[src/rtl/dcache_stall_ctrl_pkg.sv]
// Shared types for the D-cache stall controller: FSM state encoding and the
// bit positions of the packed stall/request vector used when observing outputs.
package dcache_stall_ctrl_pkg;

  typedef enum logic [1:0] {
    ST_IDLE      = 2'd0,
    ST_WRITEBACK = 2'd1,
    ST_ALLOCATE  = 2'd2,
    ST_REFILL    = 2'd3
  } state_t;

  localparam int STV_PC     = 0;
  localparam int STV_IFID   = 1;
  localparam int STV_IDEX   = 2;
  localparam int STV_FLUSH  = 3;
  localparam int STV_EXMEM  = 4;
  localparam int STV_BUBBLE = 5;
  localparam int STV_MEMEN  = 6;
  localparam int STV_MEMWR  = 7;
  localparam int STV_REFILL = 8;
  localparam int STV_W      = 9;

  typedef logic [STV_W-1:0] stall_vec_t;

endpackage

[src/rtl/dcache_stall_ctrl_if.sv]
// Bundle between the MEM stage, hazard unit, off-chip memory port and the
// stall controller; master drives pipeline/memory status, slave returns controls.
interface dcache_stall_ctrl_if #(
  parameter int CNT_W = 16
);
  logic             mem_read_i;
  logic             mem_write_i;
  logic             cache_hit_i;
  logic             cache_dirty_i;
  logic             mem_ack_i;
  logic             load_use_i;
  logic             mem_enable_o;
  logic             mem_write_o;
  logic             refill_o;
  logic             pc_stall_o;
  logic             IF_ID_stall_o;
  logic             ID_EX_stall_o;
  logic             ID_EX_flush_o;
  logic             EX_MEM_stall_o;
  logic             MEM_WB_bubble_o;
  logic [CNT_W-1:0] miss_count_o;

  modport master (
    output mem_read_i, mem_write_i, cache_hit_i, cache_dirty_i, mem_ack_i, load_use_i,
    input  mem_enable_o, mem_write_o, refill_o, pc_stall_o, IF_ID_stall_o, ID_EX_stall_o,
    input  ID_EX_flush_o, EX_MEM_stall_o, MEM_WB_bubble_o, miss_count_o
  );

  modport slave (
    input  mem_read_i, mem_write_i, cache_hit_i, cache_dirty_i, mem_ack_i, load_use_i,
    output mem_enable_o, mem_write_o, refill_o, pc_stall_o, IF_ID_stall_o, ID_EX_stall_o,
    output ID_EX_flush_o, EX_MEM_stall_o, MEM_WB_bubble_o, miss_count_o
  );

endinterface

[src/rtl/dcache_stall_ctrl_sat_counter.sv]
// Saturating up-counter with async active-low clear; value updates one cycle
// after inc is seen, holds at all-ones. No backpressure: inc is sampled every cycle.
module sat_counter #(
  parameter int W = 16
) (
  input  logic         clk,
  input  logic         clr_n,
  input  logic         inc,
  output logic [W-1:0] count
);

  always_ff @(posedge clk or negedge clr_n) begin
    if (!clr_n) begin
      count <= '0;
    end else if (inc && (count != '1)) begin
      count <= count + W'(1);
    end
  end

endmodule

[src/rtl/dcache_stall_ctrl.sv]
// D-cache miss stall controller: stalls are combinational (same cycle as miss),
// memory request/refill are registered from state; memory handshake is req/ack, no other backpressure.
module dcache_stall_ctrl
  import dcache_stall_ctrl_pkg::*;
#(
  parameter int CNT_W = 16
) (
  input  logic                clk_i,
  input  logic                rst_i,
  dcache_stall_ctrl_if.slave  bus
);

  state_t state;
  logic   access;
  logic   miss;
  logic   cache_stall;
  logic   mem_en_q;
  logic   mem_wr_q;
  logic   refill_q;
  logic   count_inc;

  assign access      = bus.mem_read_i | bus.mem_write_i;
  assign miss        = access & ~bus.cache_hit_i;
  assign cache_stall = (state != ST_IDLE) | miss;
  assign count_inc   = (state == ST_IDLE) & miss;

  // Request/refill flops are updated alongside the state so they always equal
  // a decode of the next state, keeping them glitch-free.
  always_ff @(posedge clk_i or negedge rst_i) begin
    if (!rst_i) begin
      state    <= ST_IDLE;
      mem_en_q <= 1'b0;
      mem_wr_q <= 1'b0;
      refill_q <= 1'b0;
    end else begin
      case (state)
        ST_IDLE: begin
          if (miss) begin
            mem_en_q <= 1'b1;
            if (bus.cache_dirty_i) begin
              state    <= ST_WRITEBACK;
              mem_wr_q <= 1'b1;
            end else begin
              state    <= ST_ALLOCATE;
              mem_wr_q <= 1'b0;
            end
          end
        end
        ST_WRITEBACK: begin
          if (bus.mem_ack_i) begin
            state    <= ST_ALLOCATE;
            mem_wr_q <= 1'b0;
          end
        end
        ST_ALLOCATE: begin
          if (bus.mem_ack_i) begin
            state    <= ST_REFILL;
            mem_en_q <= 1'b0;
            refill_q <= 1'b1;
          end
        end
        ST_REFILL: begin
          state    <= ST_IDLE;
          refill_q <= 1'b0;
        end
        default: begin
          state    <= ST_IDLE;
          mem_en_q <= 1'b0;
          mem_wr_q <= 1'b0;
          refill_q <= 1'b0;
        end
      endcase
    end
  end

  assign bus.mem_enable_o = mem_en_q;
  assign bus.mem_write_o  = mem_wr_q;
  assign bus.refill_o     = refill_q;

  // Cache stall wins over load-use; the held stages re-present the hazard later.
  assign bus.pc_stall_o      = cache_stall | bus.load_use_i;
  assign bus.IF_ID_stall_o   = cache_stall | bus.load_use_i;
  assign bus.ID_EX_stall_o   = cache_stall;
  assign bus.ID_EX_flush_o   = ~cache_stall & bus.load_use_i;
  assign bus.EX_MEM_stall_o  = cache_stall;
  assign bus.MEM_WB_bubble_o = cache_stall;

  sat_counter #(
    .W (CNT_W)
  ) u_miss_cnt (
    .clk   (clk_i),
    .clr_n (rst_i),
    .inc   (count_inc),
    .count (bus.miss_count_o)
  );

endmodule

[src/flat_wrapper.sv]
// flat-port wrapper written by rule: the top's interface ports become plain ports
module dcache_stall_ctrl_flat import dcache_stall_ctrl_pkg::*;
#(
  parameter int CNT_W = 16
)
  (clk_i, rst_i, bus_mem_read_i, bus_mem_write_i, bus_cache_hit_i, bus_cache_dirty_i, bus_mem_ack_i, bus_load_use_i, bus_mem_enable_o, bus_mem_write_o, bus_refill_o, bus_pc_stall_o, bus_IF_ID_stall_o, bus_ID_EX_stall_o, bus_ID_EX_flush_o, bus_EX_MEM_stall_o, bus_MEM_WB_bubble_o, bus_miss_count_o);
  dcache_stall_ctrl_if #(.CNT_W(CNT_W)) bus_i ();
  input  logic clk_i;
  input  logic rst_i;
  input wire logic [$bits(bus_i.mem_read_i)-1:0] bus_mem_read_i;
  input wire logic [$bits(bus_i.mem_write_i)-1:0] bus_mem_write_i;
  input wire logic [$bits(bus_i.cache_hit_i)-1:0] bus_cache_hit_i;
  input wire logic [$bits(bus_i.cache_dirty_i)-1:0] bus_cache_dirty_i;
  input wire logic [$bits(bus_i.mem_ack_i)-1:0] bus_mem_ack_i;
  input wire logic [$bits(bus_i.load_use_i)-1:0] bus_load_use_i;
  output wire logic [$bits(bus_i.mem_enable_o)-1:0] bus_mem_enable_o;
  output wire logic [$bits(bus_i.mem_write_o)-1:0] bus_mem_write_o;
  output wire logic [$bits(bus_i.refill_o)-1:0] bus_refill_o;
  output wire logic [$bits(bus_i.pc_stall_o)-1:0] bus_pc_stall_o;
  output wire logic [$bits(bus_i.IF_ID_stall_o)-1:0] bus_IF_ID_stall_o;
  output wire logic [$bits(bus_i.ID_EX_stall_o)-1:0] bus_ID_EX_stall_o;
  output wire logic [$bits(bus_i.ID_EX_flush_o)-1:0] bus_ID_EX_flush_o;
  output wire logic [$bits(bus_i.EX_MEM_stall_o)-1:0] bus_EX_MEM_stall_o;
  output wire logic [$bits(bus_i.MEM_WB_bubble_o)-1:0] bus_MEM_WB_bubble_o;
  output wire logic [$bits(bus_i.miss_count_o)-1:0] bus_miss_count_o;
  assign bus_i.mem_read_i = bus_mem_read_i;
  assign bus_i.mem_write_i = bus_mem_write_i;
  assign bus_i.cache_hit_i = bus_cache_hit_i;
  assign bus_i.cache_dirty_i = bus_cache_dirty_i;
  assign bus_i.mem_ack_i = bus_mem_ack_i;
  assign bus_i.load_use_i = bus_load_use_i;
  assign bus_mem_enable_o = bus_i.mem_enable_o;
  assign bus_mem_write_o = bus_i.mem_write_o;
  assign bus_refill_o = bus_i.refill_o;
  assign bus_pc_stall_o = bus_i.pc_stall_o;
  assign bus_IF_ID_stall_o = bus_i.IF_ID_stall_o;
  assign bus_ID_EX_stall_o = bus_i.ID_EX_stall_o;
  assign bus_ID_EX_flush_o = bus_i.ID_EX_flush_o;
  assign bus_EX_MEM_stall_o = bus_i.EX_MEM_stall_o;
  assign bus_MEM_WB_bubble_o = bus_i.MEM_WB_bubble_o;
  assign bus_miss_count_o = bus_i.miss_count_o;
  dcache_stall_ctrl #(.CNT_W(CNT_W)) u_core (.clk_i(clk_i), .rst_i(rst_i), .bus(bus_i));
endmodule
[config.mk]
export PLATFORM = sky130hd
export DESIGN_NAME = dcache_stall_ctrl_flat
export DESIGN_NICKNAME = d
export VERILOG_FILES = /design/src/rtl/dcache_stall_ctrl_pkg.sv /design/src/rtl/dcache_stall_ctrl_if.sv /design/src/rtl/dcache_stall_ctrl_sat_counter.sv /design/src/rtl/dcache_stall_ctrl.sv /design/src/flat_wrapper.sv
export SDC_FILE = /design/constraint.sdc
export NUM_CORES = 1
export LEC_CHECK = 0
export ABC_AREA = 0
export CAP_MARGIN = 40
export CORE_AREA = 2 2 53 55
export DETAILED_ROUTE_END_ITERATION = 8
export DIE_AREA = 0 0 55 57
export PLACE_DENSITY = 0.8
export SLEW_MARGIN = 30
export SYNTH_ARGS = -nofsm -noshare
export SYNTH_HDL_FRONTEND = slang
export SYNTH_SLANG_ARGS = --single-unit
[constraint.sdc]
create_clock -name clk_i -period 4.9 [get_ports clk_i]
set_input_delay 0.49 -clock clk_i [delete_from_list [all_inputs] [get_ports clk_i]]
set_output_delay 0.49 -clock clk_i [all_outputs]
set_load 0.01 [all_outputs]
==> flow_summary.json, run 1 <==
{
  "maxUsedRoutingLayer": "met4",
  "skew_ns": 0.00778,
  "start_kind": "register",
  "finalNetCount": 166,
  "initial_utilization_pct": 47.7,
  "rows": 19,
  "met3_length_um": 101,
  "cts_root_buffer": "clkbuf_4",
  "synth.most_common_cell": "dfrtp_1",
  "slew_headroom_pct": 65.8,
  "p_clk_share_pct": 13.7,
  "drt_iter0_markers": 27,
  "ys_ff_latch": 21,
  "sw_frac_of_total_pct": 37.6,
  "p_per_area_nw_per_um2": 396,
  "port_buffers": 32,
  "crit_path_max_fanout": 9,
  "die_h_um": 57,
  "p_int_mw": 0.396,
  "gp_congestion": 0.805,
  "ys_types": 32,
  "outcome": "finished, final reports clean",
  "postPlaceCellArea_um2": 1580,
  "cts_sinks": 21,
  "cts.htree.levels": 1,
  "drv_cap": 0,
  "cp-end-kind": "output pin",
  "synth-main-ff-cell": "dfrtp_1",
  "clk_pin_slew_worst_paths_ns": 0.12,
  "vias": 977,
  "grt-ovfl-total": 0,
  "drtAntennaViolNets": 0,
  "synth_nets": 134,
  "fillCellCount": 219,
  "post_cts_buffers": 0,
  "wl_met1_um": 1200,
  "async_flop_share_pct": 100,
  "cts_buffers": 3,
  "synthTopCellsByCount": "dfrtp_1 (21), nand2_1 (9), a21oi_1 (8), nand3_1 (8)",
  "ctsHoldBuffers": 0,
  "drcViolationCount": 0,
  "die_area_um2": 3140,
  "globalRouteTotalUtil_pct": 19.1,
  "core_um2": 2620,
  "grt_max_degree": 13,
  "grt_pass1_vias": 1001,
  "fin_util_pct": 61.3,
  "worst_pin_slew_ns": 0.509,
  "grt_pass1_wl_um": 4430,
  "min_period_over_period_pct": 57.1,
  "criticalPathCategory": "reg -> out",
  "synth-edff-count": 0,
  "multi_input_area_um2": 651,
  "drive_above_1_share_pct": 9.93,
  "syn_area_per_cell_um2": 10.4,
  "antennaDiodeCount": 0,
  "setup_viol": 0,
  "finalHoldViolCount": 0,
  "synth_area_leader_cell": "dfrtp_1",
  "rsz0062_at_grt": "no",
  "synthToLayoutAreaGrowth_pct": 28.6,
  "synth_top_area_share_pct": 42.2,
  "fin_crit_ns": 2.80,
  "drt_pass1_iterations": 4,
  "die_w_um": 55,
  "maxSlewViolCount": 0,
  "p_seq_share_pct": 40.2,
  "synth.cell_area_um2": 1250,
  "wl_met2_um": 1250,
  "hold_class": "in -> async",
  "clkLatencyLatePin_ns": 0.31,
  "antenna_found_initial": 0,
  "synth_warnings": 0,
  "cts_tree": "done",
  "cts_resized": 0,
  "p_leak_nw": 0.716,
  "totalWireLength_um": 2610,
  "cp_data_required_time_ns": 4.41,
  "final_cell_area_um2": 1600,
  "yosysSeqAreaShare_pct": 42.2,
  "fmax_mhz": 357,
  "syn-instance-count": 120,
  "worstPathArrival_ns": 2.31,
  "wl_per_cell_um": 14.3,
  "routed_via_density": 5.37,
  "vdd_drop_max_mv": 0.308,
  "dp.final_hpwl_um": 2010,
  "setup_tns_ns": 0,
  "power_switching_mw": 0.239,
  "synth.top_cells.by_area": "dfrtp_1 (42%), ha_1 (6.0%), xor2_1 (4.9%)",
  "cts_buffer_depth": 2,
  "register_area_um2": 526,
  "combPwrFrac_pct": 46.2,
  "io_pins": 33
}
logic make-up (layout without fill, tap and decap cells):
group,after synthesis,in the layout,synth area share (%)
simple gates,42,42,21.9
buf+inv,13,44,5.62
fa+ha+maj,6,6,6.02
flops,21,21,42.2
xor+xnor,12,12,8.43
mux,6,6,5.22
compound gates,20,20,10.6
layout make-up:
type | count | area share [%]
Multi-Input combinational cell | 86 | 40.6
Timing Repair Buffer | 33 | 20.9
Inverter | 7 | 1.64
Clock buffer | 4 | 1.64
Tap cell | 31 | 2.42
Sequential cell | 21 | 32.8
path summary, 6_finish.rpt:
path | slack [ns] | end | from | depth (start not counted)
setup / recovery | 2.10 | bus_IF_ID_stall_o | u_core.state[0]$_DFFE_PN0P_ | 5
hold / removal | 0.50 | u_core.state[0]$_DFFE_PN0P_ | rst_i | 1
setup reg to reg | 2.82 | u_core.u_miss_cnt.count[10]$_DFFE_PN0P_ | u_core.state[0]$_DFFE_PN0P_ | 6
hold reg to reg | 0.51 | u_core.u_miss_cnt.count[11]$_DFFE_PN0P_ | u_core.u_miss_cnt.count[11]$_DFFE_PN0P_ | 1
max in group asynchronous | 3.94 | u_core.u_miss_cnt.count[12]$_DFFE_PN0P_ | rst_i | 2
min in group clk_i | 0.51 | u_core.u_miss_cnt.count[11]$_DFFE_PN0P_ | u_core.u_miss_cnt.count[11]$_DFFE_PN0P_ | 1
metal layers:
metal	vias to the layer above	track usage [%]
li1	488	-
met1	458	26.8
met2	26	29.8
met3	5	2.36
met4	0	7.67
met5	-	0
metrics by stage:
| stage | power [mW] | setup slack (ns) | hold slack (ns) | cells |
|---|---|---|---|---|
| final | 0.634 | 2.10 | 0.500 | 182 |
| after detailed placement | 0.553 | 2.35 | 0.490 | 178 |
| after CTS | 0.641 | 2.08 | 0.510 | 182 |
| after floorplan | 0.425 | 2.92 | 0.194 | 120 |
| after global routing | 0.685 | 1.94 | 0.516 | 182 |
| after global placement | 0.530 | 2.39 | 0.482 | 177 |
sequential cells by signal (all words and copies together), names as in the netlist:
| signal | cells |
|---|---|
| u_core.u_miss_cnt.count | 16 |
| u_core.state | 2 |
| u_core.bus.mem_enable_o | 1 |
| u_core.bus.mem_write_o | 1 |
| u_core.bus.refill_o | 1 |
critical path, stage by stage, from the launching register on:
cell and delay (ns):
dfrtp_1 0.42, inv_1 0.14, ha_1 0.38, inv_1 0.16
or3_1 0.41, clkdlybuf4s50_1 0.49
power by group through the flow:
stage / combinational, mW / clock, mW / sequential [mW]
global placement: 0.277 / 0 / 0.253
global route: 0.326 / 0.0969 / 0.262
floorplan: 0.163 / 0 / 0.262
CTS: 0.296 / 0.0899 / 0.255
finish: 0.293 / 0.0866 / 0.255
detailed placement: 0.295 / 0 / 0.258
cell usage in the layout (no fill, tap or decap), drive strengths merged:
master and n:
mux2i 5, xor2 7, o21ba 1, nand3 8, a2111oi 1, xnor2 5, o21bai 2, nand4 5
a211oi 1, clkdlybuf4s50 32, nor2 4, a21oi 8, inv 7, o22a 1, o211ai 1, a21o 1
ha 6, or3 1, and4 3, clkbuf 4, and3 5, nand2 9, dfrtp 21, nor4 3
buf 1, nor3 4, mux2 1, o21ai 4
No activity file was read; power rests on OpenSTA's default activity.
==> run 2: changes to the inputs <==
Settings changed: CORE_AREA 2 2 53 55 to 2 2 54 56, DIE_AREA 0 0 55 57 to 0 0 56 58, PLACE_DENSITY 0.8 to 0.78.
Clock period 4.9 ns to 2.7 ns, I/O delays scaled along.
==> run 2 against run 1 <==
Compared with the run above:
- count of clock-buffer cells in the layout fell by 1
- flip-flop and latch count is the same
- global-route usage up 0.086 points
- design area stayed put
- critical path depth did not move
- non-clock buffer count is the same
- largest cell class unchanged
- final cell count is the same
- total power up 85%
- setup slack got worse by 1.9 ns
- critical path type unchanged
- sequential power grew 82%
- die area grew 3.6%
- clock power up 89%
==> flow_summary.json, run 2 (synthesis gave the netlist of run 1 again) <==
{
  "hold_slack_ns": 0.229,
  "p_leak_nw": 0.716,
  "vdd_drop_max_mv": 0.562,
  "rsz0062_at_grt": "no",
  "core_um2": 2660,
  "grt_pass1_wl_um": 4840,
  "drcViolationCount": 0,
  "largest_reg_flops": 16,
  "finalNetCount": 166,
  "die_h_um": 58,
  "grt_pass1_vias": 1023,
  "maxSlewViolCount": 0,
  "final_common_cell": "clkdlybuf4s50_1",
  "vias": 1033,
  "antennaDiodeCount": 0,
  "cts_buffer_depth": 2,
  "setup_ws_ns": 0.213,
  "ff2ff_path_depth": 6,
  "fillCellCount": 246,
  "synthToLayoutAreaGrowth_pct": 28.6,
  "rows": 19,
  "wl_per_cell_um": 15.8,
  "port_buffers": 32,
  "finalHoldViolCount": 0,
  "grt_busiest_layer": "met2",
  "ctsHoldBuffers": 0,
  "criticalPathCategory": "reg -> out",
  "drt_iter0_markers": 18,
  "drive_above_1_share_pct": 11.3,
  "grt_util_met1_pct": 26.4,
  "fmax_mhz": 402,
  "drt_pass1_iterations": 6,
  "skew_ns": 0.00685,
  "globalRouteTotalUtil_pct": 19.2,
  "clkLatencyLatePin_ns": 0.32,
  "cp_data_required_time_ns": 2.43,
  "grt_max_degree": 15,
  "cts_root_buffer": "clkbuf_4",
  "cts_tree": "done",
  "top_regs": "u_core.u_miss_cnt.count x16, u_core.state x2",
  "io_pins": 33,
  "min_period_over_period_pct": 92.1,
  "cts_sinks": 21,
  "power.total_mw": 1.17,
  "antenna_found_initial": 0,
  "grt-ovfl-total": 0,
  "regMostFlops": "u_core.u_miss_cnt.count",
  "start_kind": "register",
  "crit_path_max_fanout": 9,
  "totalWireLength_um": 2870,
  "setup_viol": 0,
  "worst_pin_slew_ns": 0.443,
  "outcome": "finished, final reports clean",
  "dpl_worst_slack_ns": 0.460,
  "setup_tns_ns": 0,
  "gr-usage-met3_pct": 2.68,
  "drv_cap": 0,
  "cts_buffers": 3,
  "cts.htree.levels": 1,
  "register_area_um2": 526,
  "drtAntennaViolNets": 0,
  "die_area_um2": 3250,
  "multi_input_area_um2": 653,
  "layout_common_cells": "clkdlybuf4s50_1 (32), dfrtp_1 (21), nand2_1 (9)",
  "met2_usage_pct": 30.4,
  "p_per_area_nw_per_um2": 731,
  "fin_crit_ns": 2.49,
  "cp-end-kind": "output pin",
  "hold_class": "in -> async",
  "routed_via_density": 5.68,
  "clk_pin_slew_worst_paths_ns": 0.13,
  "initial_utilization_pct": 46.8,
  "slew_headroom_pct": 70.2,
  "die_w_um": 56,
  "worstPathArrival_ns": 2.22,
  "dp.final_hpwl_um": 2200,
  "gp_congestion": 0.825
}
==> run 2: per-layer routing <==
layer / vias up / part of all wire [%] / wire [µm]
li1: 489 / - / -
met1: 499 / 44 / 1250
met2: 38 / 49 / 1420
met3: 7 / 4.9 / 140
met4: 0 / 2.1 / 61
met5: - / 0 / 0
==> run 2: stage by stage <==
step                util (%)  instance area (µm²)  std cells
global placement        58.6                 1560        177
CTS                     60.1                 1600        182
detailed placement      59.1                 1570        178
finish                  60.2                 1600        182
floorplan                  -                 1250        120
global route            60.2                 1600        182
==> run 2: cell type report <==
| class | count | share of cell area, % |
|---|---|---|
| Multi-Input combinational cell | 86 | 40.7 |
| Timing Repair Buffer | 33 | 20.7 |
| Inverter | 7 | 1.64 |
| Tap cell | 31 | 2.42 |
| Clock buffer | 3 | 1.41 |
| Clock inverter | 1 | 0.312 |
| Sequential cell | 21 | 32.8 |
==> run 2: final timing paths <==
| path | from | end | slack [ns] |
|---|---|---|---|
| hold reg to reg | u_core.u_miss_cnt.count[15]$_DFFE_PN0P_ | u_core.u_miss_cnt.count[15]$_DFFE_PN0P_ | 0.53 |
| min in group clk_i | u_core.u_miss_cnt.count[15]$_DFFE_PN0P_ | u_core.u_miss_cnt.count[15]$_DFFE_PN0P_ | 0.53 |
| setup / recovery | u_core.state[0]$_DFFE_PN0P_ | bus_IF_ID_stall_o | 0.21 |
| hold / removal | rst_i | u_core.u_miss_cnt.count[6]$_DFFE_PN0P_ | 0.23 |
| setup reg to reg | u_core.state[0]$_DFFE_PN0P_ | u_core.u_miss_cnt.count[10]$_DFFE_PN0P_ | 0.79 |
| max in group asynchronous | rst_i | u_core.u_miss_cnt.count[7]$_DFFE_PN0P_ | 2.01 |
==> run 2: power by group <==
part / switching [mW] / total (mW) / internal (mW)
registers: 0.0811 / 0.465 / 0.384
logic: 0.262 / 0.542 / 0.280
clock network: 0.108 / 0.164 / 0.0555
total: 0.452 / 1.17 / 0.719
==> run 2: what timing repair did <==
action | CTS | global route
resized for setup | 0 | 1
setup buffers | 0 | 0
endpoints found under the setup margin | 0 | 2
==> run 2: worst max-delay path, cell delays in order (launching register included) <==
cell             delay [ns]
dfrtp_1                0.42
inv_1                  0.14
ha_2                   0.32
inv_1                  0.13
or3_1                  0.41
clkdlybuf4s50_1        0.49
